## config.mk

```make
export PLATFORM = sky130hd
export DESIGN_NAME = fetch_unit
export DESIGN_NICKNAME = d
export VERILOG_FILES = /design/src/rtl/fetch_unit.sv
export SDC_FILE = /design/constraint.sdc
export NUM_CORES = 1
export LEC_CHECK = 0
export ABC_AREA = 1
export ABC_CLOCK_PERIOD_IN_PS = 1410
export CORE_MARGIN = 3
export CORE_UTILIZATION = 31
export DETAILED_ROUTE_END_ITERATION = 8
export HOLD_SLACK_MARGIN = 0.12
export PLACE_DENSITY = 0.61
export SETUP_SLACK_MARGIN = 0.4
export SLEW_MARGIN = 40
export SYNTH_ARGS = -nofsm -noshare
export SYNTH_HDL_FRONTEND = slang
export SYNTH_SLANG_ARGS = --single-unit
```

## constraint.sdc

```tcl
create_clock -name clk -period 1.41 [get_ports clk]
set_input_delay 0.141 -clock clk [delete_from_list [all_inputs] [get_ports clk]]
set_output_delay 0.141 -clock clk [all_outputs]
set_load 0.005 [all_outputs]
```

## src/rtl/fetch_unit.sv

```systemverilog
// Instruction fetch stage: PC, IR, and the req/ack handshake to instruction memory.
// Define FETCH_TIMEOUT_EN to add the wait-cycle timeout and the sticky fetch_err flag.
module fetch_unit #(
  parameter int unsigned         ADDR_W      = 8,
  parameter logic [ADDR_W-1:0]   RESET_PC    = '0,
  parameter int unsigned         TIMEOUT_CYC = 15
) (
  input  logic              clk,
  input  logic              reset_n,
  input  logic              load_ir,
  input  logic              inc_pc,
  input  logic              load_pc,
  input  logic              pc_sel,
  input  logic              zero_flag,
  output logic [ADDR_W-1:0] imem_addr,
  output logic              imem_req,
  input  logic              imem_ack,
  input  logic [15:0]       imem_rdata,
  output logic [ADDR_W-1:0] pc,
  output logic [3:0]        opcode,
  output logic              imm_mode,
  output logic [2:0]        reg_sel,
  output logic [7:0]        operand,
  output logic              ir_valid,
  output logic              stall,
  output logic              fetch_err
);

  typedef enum logic [0:0] {StIdle, StWait} state_e;

  state_e            state_q, state_d;
  logic [ADDR_W-1:0] pc_q, pc_d;
  logic [ADDR_W-1:0] addr_q, addr_d;
  logic [15:0]       ir_q, ir_d;
  logic              valid_q, valid_d;
  logic              req_q, req_d;
  logic              pend_q, pend_d;
  logic              jump_taken;
  logic [ADDR_W-1:0] jump_tgt;
  logic [ADDR_W-1:0] pc_inc;

`ifdef FETCH_TIMEOUT_EN
  localparam int unsigned CntW = $clog2(TIMEOUT_CYC + 1);
  logic [CntW-1:0] cnt_q, cnt_d;
  logic            err_q, err_d;
`endif

  assign jump_taken = load_pc & (~pc_sel | ~zero_flag);
  assign jump_tgt   = ADDR_W'(ir_q[7:0]);
  assign pc_inc     = pc_q + ADDR_W'(1);

  always_comb begin
    state_d = state_q;
    pc_d    = pc_q;
    addr_d  = addr_q;
    ir_d    = ir_q;
    valid_d = valid_q;
    req_d   = req_q;
    pend_d  = pend_q;
`ifdef FETCH_TIMEOUT_EN
    cnt_d   = cnt_q;
    err_d   = err_q;
`endif
    unique case (state_q)
      StIdle: begin
        // A fetch takes priority; any jump in the same cycle is dropped.
        if (load_ir) begin
          state_d = StWait;
          req_d   = 1'b1;
          addr_d  = pc_q;
          pend_d  = inc_pc;
          valid_d = 1'b0;
`ifdef FETCH_TIMEOUT_EN
          cnt_d   = '0;
`endif
        end else if (jump_taken) begin
          pc_d = jump_tgt;
        end else if (inc_pc) begin
          pc_d = pc_inc;
        end
      end
      StWait: begin
        if (imem_ack && req_q) begin
          state_d = StIdle;
          req_d   = 1'b0;
          ir_d    = imem_rdata;
          valid_d = 1'b1;
          if (pend_q) pc_d = pc_inc;
          pend_d  = 1'b0;
`ifdef FETCH_TIMEOUT_EN
        end else if (cnt_q == CntW'(TIMEOUT_CYC - 1)) begin
          // Give up: hand the sequencer a NOP and flag the error.
          state_d = StIdle;
          req_d   = 1'b0;
          ir_d    = 16'h0000;
          valid_d = 1'b1;
          if (pend_q) pc_d = pc_inc;
          pend_d  = 1'b0;
          err_d   = 1'b1;
        end else begin
          cnt_d = cnt_q + CntW'(1);
`endif
        end
      end
      default: state_d = StIdle;
    endcase
  end

  always_ff @(posedge clk or negedge reset_n) begin
    if (!reset_n) begin
      state_q <= StIdle;
      pc_q    <= RESET_PC;
      addr_q  <= RESET_PC;
      ir_q    <= 16'h0000;
      valid_q <= 1'b0;
      req_q   <= 1'b0;
      pend_q  <= 1'b0;
    end else begin
      state_q <= state_d;
      pc_q    <= pc_d;
      addr_q  <= addr_d;
      ir_q    <= ir_d;
      valid_q <= valid_d;
      req_q   <= req_d;
      pend_q  <= pend_d;
    end
  end

`ifdef FETCH_TIMEOUT_EN
  always_ff @(posedge clk or negedge reset_n) begin
    if (!reset_n) begin
      cnt_q <= '0;
      err_q <= 1'b0;
    end else begin
      cnt_q <= cnt_d;
      err_q <= err_d;
    end
  end
  assign fetch_err = err_q;
`else
  assign fetch_err = 1'b0;
`endif

  assign imem_addr = addr_q;
  assign imem_req  = req_q;
  assign pc        = pc_q;
  assign opcode    = ir_q[15:12];
  assign imm_mode  = ir_q[11];
  assign reg_sel   = ir_q[10:8];
  assign operand   = ir_q[7:0];
  assign ir_valid  = valid_q;
  assign stall     = load_ir | (state_q == StWait);

endmodule

```

; Word-level counts from Yosys, hierarchy flattened
; Cells that the tools add are included.
[totals]
inputBits = 24
ff_bits = 36
word_cells = 41
[classes]
eq_ne = 5
n_mux = 17
n_reduce_logical = 5
addsub = 1
bitwise_logic = 6
[op_table]
columns = op, count
row1 = 8-bit 2-to-1 mux, 5
row2 = 8-bit one-hot mux with 2 select lines, 1
row3 = "8-bit by 1-bit adder with 8-bit output, second input constant", 1
row4 = 1-bit one-hot mux with 2 select lines, 4
row5 = 1-bit 2-to-1 mux, 7
row6 = 2-bit AND reduction, 3
row7 = "2-bit by 1-bit != test with 1-bit output, second input constant", 2
row8 = "2-bit != test, second input constant", 2
row9 = 4-bit AND reduction, 1
row10 = "3-bit != test, second input constant", 1
row11 = 1-bit inverter, 3
row12 = 1-bit bitwise OR, 2
row13 = 1-bit AND, 1
row14 = 1-bit logical AND, 1

; Depth between registers and ports, before layout
; Gate-level depths: netlist of the first run.
[logic_depth]
word_depth = 6
depth_mapped = 8
ltp_nobuf = 8

; Least setup slack after synthesis of the first run
; Ideal clock, no wire load.
[synth_path]
path_kind = register to register
startpoint = reg req_q (netlist: imem_req)
endpoint = reg ir_q[10]
slack_ps = 273
t_arrival_ps = 1021
synth_period_minus_slack_ps = 1137
setup_time_ps = 116
t_required_ps = 1294
path_stages_with_launch = 6
path_cell_list = dfrtp_1 -> nand3_4 -> clkinv_1 -> buf_4 -> nand2_1 -> nand2_1
[synth_between]
elab_chain_len = 2
[synth_lines]
columns = item, line
row1 = from (decl), 36  ; logic req_q, req_d;
row2 = from (signal assigned), 124  ; req_q <= req_d;
row3 = 1-bit logical AND, 83  ; if (imem_ack && req_q) begin
row4 = 2-bit AND reduction (no line), -
row5 = to (signal assigned), 122  ; ir_q <= ir_d;
row6 = to (decl), 34  ; logic [15:0] ir_q, ir_d;
; No other way between the ends.
; A chain may end at the register's enable or synchronous reset.

; Final worst setup path of the first run
[layout_path]
startpoint = reg req_q (netlist: imem_req)
endpoint = reg pc_q[3] (netlist: pc[3])
[layout_between]
elab_chain_len = 3
[layout_lines]
columns = item, line
row1 = 1-bit logical AND, 83
row2 = 2-bit by 1-bit != test with 1-bit output (no line), -
row3 = 4-bit AND reduction (no line), -
row4 = to (signal assigned), 120  ; pc_q <= pc_d;
row5 = to (decl), 32  ; logic [ADDR_W-1:0] pc_q, pc_d;
; No other way between the ends.

==> impl_metrics.json, run 1 <==
{
  "instances_no_fill": 387,
  "min_period_ns": 1.222,
  "tns_ns": 0,
  "ys_ff_latch": 36,
  "critPathArrivalTime_ns": 1.39,
  "path_clk_slew_ns": 0.07,
  "grt_pass1_wl_um": 7286,
  "final_core_util_pct": 55.49,
  "peakVddDrop_v": 0.0004256,
  "place_congestion": 0.7445,
  "nFillCells": 500,
  "synth_area_um2": 1670,
  "cts_tree": "done",
  "die_w_um": 79.41,
  "grt_pass1_vias": 1559,
  "worst-setup-path-type": "reg2reg",
  "synth_area_leaders": "dfrtp_1 54%, nand2_1 23%, o21ai_0 3.6%",
  "io_pins": 60,
  "end_kind": "flip-flop",
  "detail-route-antenna-nets": 0,
  "power_density_nw_per_um2": 660.4,
  "drt-total-wl_um": 4668,
  "critPathSlowestCell": "dfrtp_1",
  "cts_root_buffer": "clkbuf_8",
  "core_area_um2": 5172,
  "worstPathCellList": "buf_6 -> nand3_4 -> nand2_4 -> nand3_4 -> buf_6 -> nand2_2 -> nand2_1",
  "via_per_inst": 4.307,
  "rows": 26,
  "final_layout_size_suffix_gt1_share_pct": 41.01,
  "synth_top_area_share_pct": 53.93,
  "min_period_over_period_pct": 86.64,
  "nets": 341,
  "num_antenna_cells": 0,
  "max_stage_delay_ns": 0.38,
  "drt_pass1_iterations": 4,
  "drt_iter0_markers": 60,
  "worstSkewPairLatency_ns": 0.29,
  "vias": 1667,
  "grt_usage_pct": 14.75,
  "dp_hpwl_um": 2760,
  "p_leak_uw": 0.001593,
  "place_inst": 336,
  "max_freq_mhz": 818.6,
  "grt.overflow.total": 0,
  "ys_types": 21,
  "skew_ns": 0.007741,
  "hold_class": "in2async",
  "portBuffers": 58,
  "finalHoldViolations": 0,
  "die_area_um2": 6305,
  "initial_core_util_pct": 32.29,
  "yosysSeqAreaShare_pct": 53.93,
  "htree_num_levels": 2,
  "status": "complete, no violations",
  "grt_max_degree": 20,
  "max_cap_violations": 0,
  "worstSetupStartpointType": "flip-flop",
  "drc": 0,
  "grt_setup_unrepaired": "true",
  "synth_fp_nets": 235,
  "slew_viol_final": 0,
  "seqCellArea_um2": 904.6,
  "multi_input_comb_area_um2": 783.3,
  "area_growth_pct": 71.84,
  "syn-instance-count": 210,
  "setup_viol": 0,
  "cp_max_fo": 8,
  "antenna_found_initial": 0,
  "die_h_um": 79.41,
  "synth_warnings": 0,
  "wire_per_inst_um": 12.06,
  "ctsLongestPathBuffers": 2,
  "cts_sinks": 36,
  "critical_path_required_ns": 1.58,
  "syn_area_per_cell_um2": 7.954,
  "synth_top_area_cell": "dfrtp_1",
  "numCtsBuffers": 5
}
## registers in the layout (all words and copies together) (netlist names)
name and count:
ir_q 16, imem_addr 8, pc 8, imem_req 1, ir_valid 1, pend_q 1
state_q 1
## layout by cell type, fill, tap and decap left out
master / count
clkdlybuf4s50_1: 22
buf_2: 26
nor2_2: 3
nand3_1: 10
o21ai_0: 9
o21ai_2: 1
conb_1: 1
inv_8: 2
clkbuf_16: 2
clkbuf_2: 8
buf_12: 5
dfrtp_1: 33
nand3_2: 1
dlygate4sd3_1: 1
clkinv_16: 1
buf_4: 28
buf_6: 10
clkbuf_8: 6
nor2_1: 10
nand2_1: 83
o31ai_4: 1
nand2_2: 19
nand2_4: 4
nand3_4: 3
inv_1: 13
ha_4: 1
buf_8: 1
dfrtp_2: 3
clkbuf_1: 2
nand2_8: 1
o21ai_1: 3
inv_2: 4
## through the flow
stage	power [µW]	instance area (µm²)	setup slack, ns	hold WS, ns
after global placement	1150	2374	-0.008252	0.1047
after detailed placement	1150	2374	-0.01331	0.1041
after floorplan	1058	1697	0.3091	-0.1546
after CTS	1913	2668	0.2148	0.3488
final	1896	2870	0.1884	0.3387
after global routing	1957	2870	0.1205	0.3661
## final timing paths
check                                    from            to  slack, ns  cells after the start
worst max-delay path                 imem_req         pc[3]       0.19                      7
worst min-delay path                  reset_n  imem_addr[1]       0.34                      2
worst max register to register       imem_req         pc[3]       0.19                      7
worst min register to register       ir_valid      ir_valid       0.47                      2
max in group asynchronous             reset_n      ir_valid       0.62                      3
min in group clk                imem_rdata[6]       ir_q[6]       0.38                      3
## where the power goes
| group | internal [µW] | total, µW | switching (µW) | leakage, µW |
|---|---|---|---|---|
| Clock | 399 | 762 | 363 | 0.0000455 |
| Combinational | 63.9 | 102 | 37.9 | 0.00106 |
| Sequential | 1030 | 1030 | 0 | 0.000483 |
| Total | 1490 | 1900 | 401 | 0.00159 |
## cell families (layout without fill, tap and decap cells)
logic type / Yosys count / count (layout) / share of synthesized area [%]
simple gates: 134 / 134 / 34.16
compound gates: 14 / 14 / 4.345
fa+ha+maj: 1 / 1 / 0.7489
other cells: 1 / 1 / 0.2245
buf+inv: 24 / 131 / 6.591
flops: 36 / 36 / 53.93
## synthesized netlist by cell type, drive strengths merged
master  instances
nand2         107
ha              1
dfrtp          36
nor2           13
o31ai           1
nand3          14
conb            1
o21ai          13
clkinv          1
inv            17
buf             6
## metal layers
layer | global-route usage (%) | wire length (µm) | up-vias
li1 | - | - | 860
met1 | 19.01 | 2041 | 747
met2 | 24.58 | 2277 | 50
met3 | 3.386 | 267 | 10
met4 | 4.639 | 82 | 0
met5 | 0 | 0 | -
## critical path: cells and delay by family, from the launching register on
kind	cells	cell delay (ns)
buffers and inverters	2	0.30
and+or+nand+nor	5	0.42
DFF	1	0.38
## final cells by class
class	instances	area share (%)
sequential	36	31.52
timing repair buffer	103	30.95
multi-input combinational	150	27.29
inverter	18	3.269
clock buffer	8	3.139
tap	70	3.051
timing repair inverter	2	0.7847
## what timing repair did
action | CTS | global route
pin swaps | 4 | 14
hold buffers | 1 | 0
endpoints found under the hold margin | 17 | 0
buffers inserted | 32 | 6
setup endpoints to repair | 69 | 46
cloned | 0 | 4
gates resized for setup | 142 | 45
Power figures use the tool's default switching activity.
==> inputs of run 2 (changes only) <==
--- a/config.mk
+++ b/config.mk
@@ -9,6 +9,7 @@
 export ABC_CLOCK_PERIOD_IN_PS = 1410
 export CORE_MARGIN = 3
 export CORE_UTILIZATION = 31
+export CTS_CLUSTER_DIAMETER = 60
 export DETAILED_ROUTE_END_ITERATION = 8
 export HOLD_SLACK_MARGIN = 0.12
 export PLACE_DENSITY = 0.61
==> results of run 2 <==
No change in the layout: final DEF, timing and power equal those of run 1.
==> inputs of run 3 (changes only) <==
--- a/config.mk
+++ b/config.mk
@@ -7,6 +7,7 @@
 export LEC_CHECK = 0
 export ABC_AREA = 1
 export ABC_CLOCK_PERIOD_IN_PS = 1410
+export CORE_ASPECT_RATIO = 0.75
 export CORE_MARGIN = 3
 export CORE_UTILIZATION = 31
 export CTS_CLUSTER_DIAMETER = 60
==> run 3 against run 2 <==
Core utilization shrank 2.5 points. Critical endpoint is now pc[0]. Clock power shrank 2%. Highest routed layer unchanged. Maximum frequency grew 0.88%. Via count shrank 2.2%. Final area shrank 6.9%.
==> impl_metrics.json, run 3 (synthesis gave the netlist of run 1 again) <==
{
  "htree_num_levels": 2,
  "final_layout_size_suffix_gt1_share_pct": 34.49,
  "final_cell_mix": "102 x nand2_1, 37 x buf_4, 32 x dfrtp_1",
  "status": "complete, no violations",
  "place_congestion": 0.8213,
  "grt.overflow.total": 0,
  "nets": 340,
  "drt_iter0_markers": 65,
  "drt_pass1_iterations": 4,
  "grt_max_degree": 19,
  "final_common_cell": "nand2_1",
  "cts_root_buffer": "clkbuf_8",
  "power_density_nw_per_um2": 704.3,
  "skew_ns": 0.003434,
  "cp_max_fo": 8,
  "instances_no_fill": 388,
  "place_inst": 341,
  "initial_core_util_pct": 33.16,
  "wire_per_inst_um": 11.61,
  "min_period_over_period_pct": 85.88,
  "ctsLongestPathBuffers": 2,
  "detail-route-antenna-nets": 0,
  "p_leak_uw": 0.001502,
  "dp_hpwl_um": 3027,
  "holdWs_ns": 0.3218,
  "grt_pass1_vias": 1611,
  "p_total_uw": 1881,
  "final_core_util_pct": 53.03,
  "path_clk_slew_ns": 0.07,
  "portBuffers": 58,
  "worstSetupStartpointType": "flip-flop",
  "grt_usage_pct": 15.20,
  "core_area_um2": 5037,
  "min_period_ns": 1.211,
  "cts_sinks": 36,
  "largest_register": "ir_q",
  "critPathArrivalTime_ns": 1.38,
  "die_w_um": 90.76,
  "worst-setup-path-type": "reg2reg",
  "peakVddDrop_v": 0.0003423,
  "grt_pass1_wl_um": 7762,
  "grt_setup_unrepaired": "true",
  "hold_class": "in2async",
  "slew_viol_final": 0,
  "dp_worst_setup_slack_ns": -0.009958,
  "end_kind": "flip-flop",
  "die_h_um": 69.57,
  "rows": 22,
  "via_per_inst": 4.204,
  "finalHoldViolations": 0,
  "num_antenna_cells": 0,
  "setup_ws_ns": 0.1990,
  "area_growth_pct": 59.92,
  "critical_path_required_ns": 1.58,
  "io_pins": 60,
  "setup_viol": 0,
  "max_cap_violations": 0,
  "drc": 0,
  "max_freq_mhz": 825.8,
  "vias": 1631,
  "die_area_um2": 6314,
  "largest_reg_flops": 16,
  "antenna_found_initial": 0,
  "cts_tree": "done",
  "numCtsBuffers": 5,
  "worstSkewPairLatency_ns": 0.28,
  "drt-total-wl_um": 4503,
  "nFillCells": 506
}
==> run 3: changes by cell type in the layout (fill, tap and decap cells not counted), sizes merged <==
cell,change
clkbuf,-7
inv,-2
clkinv,+2
buf,+5
clkdlybuf4s15,+1
==> run 3: worst paths after layout <==
check | start | to | slack (ns) | depth (start not counted)
setup / recovery | state_q | pc[0] | 0.20 | 7
setup reg to reg | state_q | pc[0] | 0.20 | 7
hold / removal | reset_n | imem_addr[1] | 0.32 | 2
max in group asynchronous | reset_n | imem_addr[3] | 0.59 | 3
min in group clk | imem_rdata[1] | ir_q[1] | 0.39 | 3
hold reg to reg | ir_q[10] | ir_q[10] | 0.48 | 2
==> run 3: routing by layer <==
metal | global-route usage [%] | vias up | part of all wire, %
li1 | - | 853 | -
met1 | 20.59 | 719 | 48
met2 | 22.51 | 52 | 42
met3 | 6.074 | 7 | 9.2
met4 | 4.075 | 0 | 1.0
met5 | 0 | - | 0
==> run 3: power breakdown <==
part / internal, µW / switching, µW
Sequential: 1030 / 0
Clock: 390 / 360
Combinational: 62.0 / 37.4
==> run 3: stage by stage <==
stage | TNS, ns | instance area (µm²)
floorplan | 0 | 1697
global placement | -0.005851 | 2361
detailed placement | -0.009958 | 2361
CTS | 0 | 2631
global route | 0 | 2671
finish | 0 | 2671
==> run 3: worst max-delay path, cell delays in order (launching register included) <==
cell and delay [ns]:
dfrtp_2 0.41, buf_6 0.13, nand3_4 0.08, nand2_4 0.08, nand3_4 0.12, buf_6 0.17
nand2_1 0.06, nand2_1 0.05
==> run 3: area by class of cell <==
cell class	count	area (µm²)	area share [%]
Sequential cell	36	905.9	33.91
Timing Repair Buffer	104	789.5	29.56
Multi-Input combinational cell	150	710.7	26.60
Tap cell	72	90.09	3.372
Clock buffer	6	82.58	3.091
Inverter	18	82.58	3.091
Clock inverter	2	10.01	0.3747
==> run 3: repair_timing <==
item	in CTS	in global routing
setup endpoints to repair	69	43
pin swaps	6	1
hold endpoints to repair	16	0
gates resized for setup	150	13
gates cloned	1	0
hold buffers	1	0
setup buffers	31	6
